--- config.mk ---
export PLATFORM = sky130hd
export DESIGN_NAME = scanchain_uart_host
export DESIGN_NICKNAME = d
export VERILOG_FILES = /design/src/rtl/scanchain_uart_host.sv
export SDC_FILE = /design/constraint.sdc
export NUM_CORES = 1
export LEC_CHECK = 0
export CAP_MARGIN = 20
export CORE_AREA = 4 4 156 158
export DETAILED_ROUTE_END_ITERATION = 10
export DIE_AREA = 0 0 160 162
export GPL_TIMING_DRIVEN = 0
export PLACE_DENSITY = 0.66
export RECOVER_POWER = 25
export SYNTH_ARGS = -nofsm -noshare
export SYNTH_HDL_FRONTEND = slang
export SYNTH_SLANG_ARGS = --single-unit
--- constraint.sdc ---
create_clock -name clk -period 1.7 [get_ports clk]
set_input_delay 0.255 -clock clk [delete_from_list [all_inputs] [get_ports clk]]
set_output_delay 0.255 -clock clk [all_outputs]
set_load 0.005 [all_outputs]
--- src/rtl/scanchain_uart_host.sv ---
`default_nettype none
// ============================================================================
//  Module      : scanchain_uart_host
//  Description : Host side of the scan-over-UART link. Accepts one scan-write
//                command, streams it MSB byte first to the UART transmitter
//                as {pad zeros, reset, payload, addr}, then waits for the
//                one-byte accept/reject reply or a timeout.
//  Revision    : 1.0 - initial release
// ============================================================================
module scanchain_uart_host #(
    parameter int ADDR_BITS      = 12,
    parameter int PAYLOAD_BITS   = 169,
    parameter int TIMEOUT_CYCLES = 1_000_000
) (
    input  logic                    clk,
    input  logic                    reset_n,
    input  logic                    cmd_valid,
    output logic                    cmd_ready,
    input  logic [ADDR_BITS-1:0]    cmd_addr,
    input  logic [PAYLOAD_BITS-1:0] cmd_payload,
    input  logic                    cmd_reset,
    output logic [7:0]              tx_data,
    output logic                    tx_valid,
    input  logic                    tx_ready,
    input  logic [7:0]              rx_data,
    input  logic                    rx_valid,
    output logic                    rx_ready,
    output logic                    resp_valid,
    output logic                    resp_accepted,
    output logic                    resp_error,
    output logic                    resp_timeout,
    output logic                    busy
);

    localparam int PKT_BYTES = (ADDR_BITS + PAYLOAD_BITS + 1 + 7) / 8;
    localparam int PKT_BITS  = 8 * PKT_BYTES;
    localparam int BCNT_W    = (PKT_BYTES > 1) ? $clog2(PKT_BYTES) : 1;
    localparam int TCNT_W    = $clog2(TIMEOUT_CYCLES);
    localparam logic [BCNT_W-1:0] LAST_BYTE = BCNT_W'(PKT_BYTES - 1);
    localparam logic [TCNT_W-1:0] LAST_WAIT = TCNT_W'(TIMEOUT_CYCLES - 1);

    typedef enum logic [1:0] {
        S_IDLE = 2'd0,
        S_SEND = 2'd1,
        S_WAIT = 2'd2
    } state_t;

    state_t              r_state;
    state_t              w_next;
    logic [PKT_BITS-1:0] r_packet;
    logic [PKT_BITS-1:0] w_load;
    logic [BCNT_W-1:0]   r_byte_cnt;
    logic [TCNT_W-1:0]   r_wait_cnt;
    logic                r_resp_valid;
    logic                r_resp_accepted;
    logic                r_resp_error;
    logic                r_resp_timeout;
    logic                w_accept;
    logic                w_tx_fire;
    logic                w_resp_rx;
    logic                w_resp_to;

    // Assemble the packet image: addr in the low bits, zero padding on top.
    always_comb begin
        w_load = '0;
        w_load[ADDR_BITS+PAYLOAD_BITS:0] = {cmd_reset, cmd_payload, cmd_addr};
    end

    // State register.
    always_ff @(posedge clk or negedge reset_n) begin
        if (!reset_n) begin
            r_state <= S_IDLE;
        end else begin
            r_state <= w_next;
        end
    end

    // Next-state logic and per-cycle event strobes.
    always_comb begin
        w_next    = r_state;
        w_accept  = 1'b0;
        w_tx_fire = 1'b0;
        w_resp_rx = 1'b0;
        w_resp_to = 1'b0;
        case (r_state)
            S_IDLE: begin
                if (cmd_valid) begin
                    w_accept = 1'b1;
                    w_next   = S_SEND;
                end
            end
            S_SEND: begin
                if (tx_ready) begin
                    w_tx_fire = 1'b1;
                    if (r_byte_cnt == LAST_BYTE) begin
                        w_next = S_WAIT;
                    end
                end
            end
            S_WAIT: begin
                // A reply on the terminal count cycle takes priority over timeout.
                if (rx_valid) begin
                    w_resp_rx = 1'b1;
                    w_next    = S_IDLE;
                end else if (r_wait_cnt == LAST_WAIT) begin
                    w_resp_to = 1'b1;
                    w_next    = S_IDLE;
                end
            end
            default: begin
                w_next = S_IDLE;
            end
        endcase
    end

    // Packet shifter, byte/timeout counters and single-cycle response flags.
    always_ff @(posedge clk or negedge reset_n) begin
        if (!reset_n) begin
            r_packet        <= '0;
            r_byte_cnt      <= '0;
            r_wait_cnt      <= '0;
            r_resp_valid    <= 1'b0;
            r_resp_accepted <= 1'b0;
            r_resp_error    <= 1'b0;
            r_resp_timeout  <= 1'b0;
        end else begin
            if (w_accept) begin
                r_packet   <= w_load;
                r_byte_cnt <= '0;
            end else if (w_tx_fire) begin
                r_packet   <= {r_packet[PKT_BITS-9:0], 8'h00};
                r_byte_cnt <= r_byte_cnt + 1'b1;
            end
            if (r_state == S_WAIT) begin
                r_wait_cnt <= r_wait_cnt + 1'b1;
            end else begin
                r_wait_cnt <= '0;
            end
            r_resp_valid    <= w_resp_rx | w_resp_to;
            r_resp_accepted <= w_resp_rx && (rx_data == 8'h01);
            r_resp_error    <= w_resp_rx && (rx_data > 8'h01);
            r_resp_timeout  <= w_resp_to;
        end
    end

    assign cmd_ready     = (r_state == S_IDLE);
    assign busy          = (r_state != S_IDLE);
    assign tx_valid      = (r_state == S_SEND);
    assign tx_data       = r_packet[PKT_BITS-1 -: 8];
    assign rx_ready      = 1'b1;
    assign resp_valid    = r_resp_valid;
    assign resp_accepted = r_resp_accepted;
    assign resp_error    = r_resp_error;
    assign resp_timeout  = r_resp_timeout;

endmodule
`default_nettype wire
==> results.sh <==
export IMPL_reg2reg_depth=5
export IMPL_skew_ns=0.00915
export IMPL_hold_violations=0
export IMPL_drv_slew=0
export IMPL_gp_congestion=0.830
export IMPL_final_min_period_over_clock_period_pct=102
export IMPL_vias_per_cell=5.21
export IMPL_violations="negative setup slack"
export IMPL_num_fill_cells=2057
export IMPL_start_util_pct=39.0
export IMPL_ys_seq_area_share_pct=59.7
export IMPL_max_cap_viol_count=0
export IMPL_setup_ws_ns=-0.0307
export IMPL_root_buffer="clkbuf_16"
export IMPL_tightest_slew_ns=0.806
export IMPL_crit_arrival_ns=1.48
export IMPL_avgRoutedWirePerCell_um=17.1
export IMPL_dp_cells=1449
export IMPL_antenna_found_initial=3
export IMPL_die_w_um=160
export IMPL_first_global_vias=8145
export IMPL_rows=56
export IMPL_dr_pass1_iters=5
export IMPL_vdd_ir_drop_max_mv=0.887
export IMPL_syn_num_nets=1147
export IMPL_drive_gt1_share_pct=14.7
export IMPL_grt_start_max_net_pins=114
export IMPL_hold_class="in -> reg"
export IMPL_drtIter0Drc=429
export IMPL_ant_nets=0
export IMPL_coreArea_um2=23100
export IMPL_rsz0062_at_grt="yes"
export IMPL_vias=7925
export IMPL_ys_ff_latch=215
export IMPL_ios=211
export IMPL_cts_made_buffers=24
export IMPL_grt_overflow=0
export IMPL_cts_tree="done"
export IMPL_clk_latency_ns=0.51
export IMPL_fin_cells=1521
export IMPL_setup_violations_final=2
export IMPL_reg2reg_to="r_packet[101]$_DFFE_PN0P_"
export IMPL_remaining_drc_errors=0
export IMPL_routed_wl_um=26000
export IMPL_ff2ff_setup_slack_ns=0.02
export IMPL_dpl_cell_area_um2=11500
export IMPL_worstPathRequired_ns=1.44
export IMPL_maxClockFrequency_mhz=578
export IMPL_crit_path_start_kind="flop"
export IMPL_pwr_density_cell_nw_per_um2=1630
export IMPL_dp_hpwl_um=18000
export IMPL_cts_sinks=215
export IMPL_syn_area_per_cell_um2=9.49
export IMPL_ys_types=41
export IMPL_clkTransAtPathRegs_ns=0.06
export IMPL_stdcell_area_um2=12900
export IMPL_total_power_mw=21.0
export IMPL_syn_inst=949
export IMPL_seqCellArea_um2=5390
export IMPL_io_buffers=209
export IMPL_dieArea_um2=25900
export IMPL_crit_fanout=6
export IMPL_run_status="finished with violations"
export IMPL_p_leak_nw=5.53
export IMPL_end_kind="output pin"
export IMPL_hold_path_end="r_packet[10]$_DFFE_PN0P_"
export IMPL_die_height_um=162
export IMPL_crit_type="reg -> out"
export IMPL_multi_input_area_um2=3530
export IMPL_netlist_area_um2=9010
export IMPL_yosysWarnings=0
export IMPL_syn_to_final_growth_pct=43.4
export IMPL_slew_headroom_pct=46.3
export IMPL_final_nets=1412
export IMPL_rr_startpoint="r_state[0]$_DFFE_PN0P_"
export IMPL_min_path_cells=3
export IMPL_tns_ns=-0.0421
export IMPL_clk_path_buf_depth=3
export IMPL_grt_pass1_wl_um=41400
export IMPL_grt_usage_pct=19.2
export IMPL_htree_levels=1
export IMPL_hold_start="cmd_addr[10]"
export IMPL_period_needed_ns=1.73
-- how the worst max path moves through the flow --
stage                           start                         to  slack, ns  depth (start not counted)
3_5_place_dp                cmd_valid  r_packet[102]$_DFFE_PN0P_      -0.73                          7
6_report       r_state[0]$_DFFE_PN0P_                  cmd_ready      -0.03                          4
3_3_place_gp                  reset_n   r_wait_cnt[12]$_DFF_PN0_      -8.88                          1
4_1_cts        r_state[1]$_DFFE_PN0P_  r_packet[157]$_DFFE_PN0P_      -0.06                          5
2_1_floorplan  r_state[1]$_DFFE_PN0P_  r_packet[100]$_DFFE_PN0P_      0.004                          6
5_1_grt        r_state[1]$_DFFE_PN0P_                  cmd_ready      -0.10                          4
-- cell families (layout without fill, tap and decap cells) --
logic type | count (synthesis) | in the layout | share of synthesized area, %
other | 1 | 2 | 0.0416
AOI/OAI and AO/OA | 196 | 196 | 14.3
and+or+nand+nor | 437 | 437 | 19.8
buffers and inverters | 79 | 360 | 3.89
xor gates and xnor gates | 18 | 18 | 1.75
adders and majority gates | 3 | 3 | 0.417
DFF | 215 | 215 | 59.7
-- worst max-delay path, cell delays in order, from the launching register on --
cell and delay, ns:
dfrtp_2 0.45, buf_6 0.13, or2_4 0.26, inv_2 0.06, buf_6 0.08
-- where the power goes --
group | internal (mW) | total (mW) | switching [mW]
clock network | 3.15 | 5.18 | 2.03
registers | 7.36 | 8.76 | 1.39
logic | 3.27 | 7.09 | 3.83
total | 13.8 | 21.0 | 7.25
-- metal layers --
metal / share of wire (%) / track usage [%] / routed length, µm
met4: 1.4 / 3.99 / 372
met3: 6.8 / 4.44 / 1760
met5: 0.10 / 0 / 27
met2: 47 / 31.7 / 12300
met1: 45 / 26.2 / 11600
-- cell usage after synthesis (all sizes together) --
library cell	instances	area share (%)
nor2	293	12
dfrtp	215	60
o22ai	131	9.1
nand2	96	4.0
buf	37	2.1
a22oi	35	2.9
clkbuf	35	1.5
xnor2	12	1.2
a22o	10	0.97
a31oi	9	0.63
nand4	8	0.69
nor4	8	0.56
inv	7	0.29
nand3	6	0.33
xor2	6	0.58
o21ai	5	0.28
nor3	4	0.22
a21oi	3	0.17
ha	3	0.42
or3	3	0.21
and4	2	0.19
nand2b	2	0.14
nand3b	2	0.17
nor2b	2	0.14
or2	2	0.14
or4	2	0.21
a41o	1	0.11
and2	1	0.069
and3	1	0.069
and3b	1	0.097
conb	1	0.042
nand4b	1	0.097
nor3b	1	0.083
nor4b	1	0.097
o21a	1	0.083
o2bb2ai	1	0.097
or3b	1	0.097
-- final cells by class --
class / count / share of cell area [%]
sequential: 215 / 41.7
multi-input combinational: 655 / 27.3
timing repair buffer: 242 / 18.3
clock buffer: 35 / 5.44
buffer: 69 / 3.53
tap: 290 / 2.81
clock inverter: 7 / 0.659
inverter: 7 / 0.203
antenna: 1 / 0.0194
-- per-stage QoR --
stage,setup slack [ns],hold WS [ns],util [%]
3_5_place_dp,-0.733,0.349,49.7
2_1_floorplan,0.00383,-0.0406,-
4_1_cts,-0.0595,0.302,54.6
5_1_grt,-0.100,0.319,55.9
3_3_place_gp,-8.88,0.458,49.6
6_report,-0.0307,0.328,55.9
-- placed cells by master (no fill, tap or decap), drive strengths merged, types with 3 or more instances in the layout --
master,count
nor4,8
dfrtp,215
o21ai,5
a22o,10
a22oi,35
a31oi,9
o22ai,131
dlygate4sd2,9
xnor2,12
or3,3
clkinv,5
clkbuf,67
nand4,8
nand2,96
nor2,293
clkdlybuf4s50,197
nor3,4
ha,3
a21oi,3
inv,7
xor2,6
nand3,6
buf,72
-- timing repair --
| item | 4_1_cts | 5_1_grt |
|---|---|---|
| pin swaps | 6 | 7 |
| resized for setup | 82 | 73 |
| hold buffers | 1 | 0 |
| buffers inserted | 25 | 6 |
| setup endpoints to repair | 204 | 160 |
| endpoints found under the hold margin | 102 | 0 |
-- sequential cells by signal (all words and copies together) (netlist names) --
| name | count |
|---|---|
| r_byte_cnt | 5 |
| r_packet | 184 |
| r_state | 2 |
| r_wait_cnt | 20 |
| resp_accepted | 1 |
| resp_error | 1 |
| resp_timeout | 1 |
| resp_valid | 1 |
Note: power is estimated with default switching activity, not from simulation.
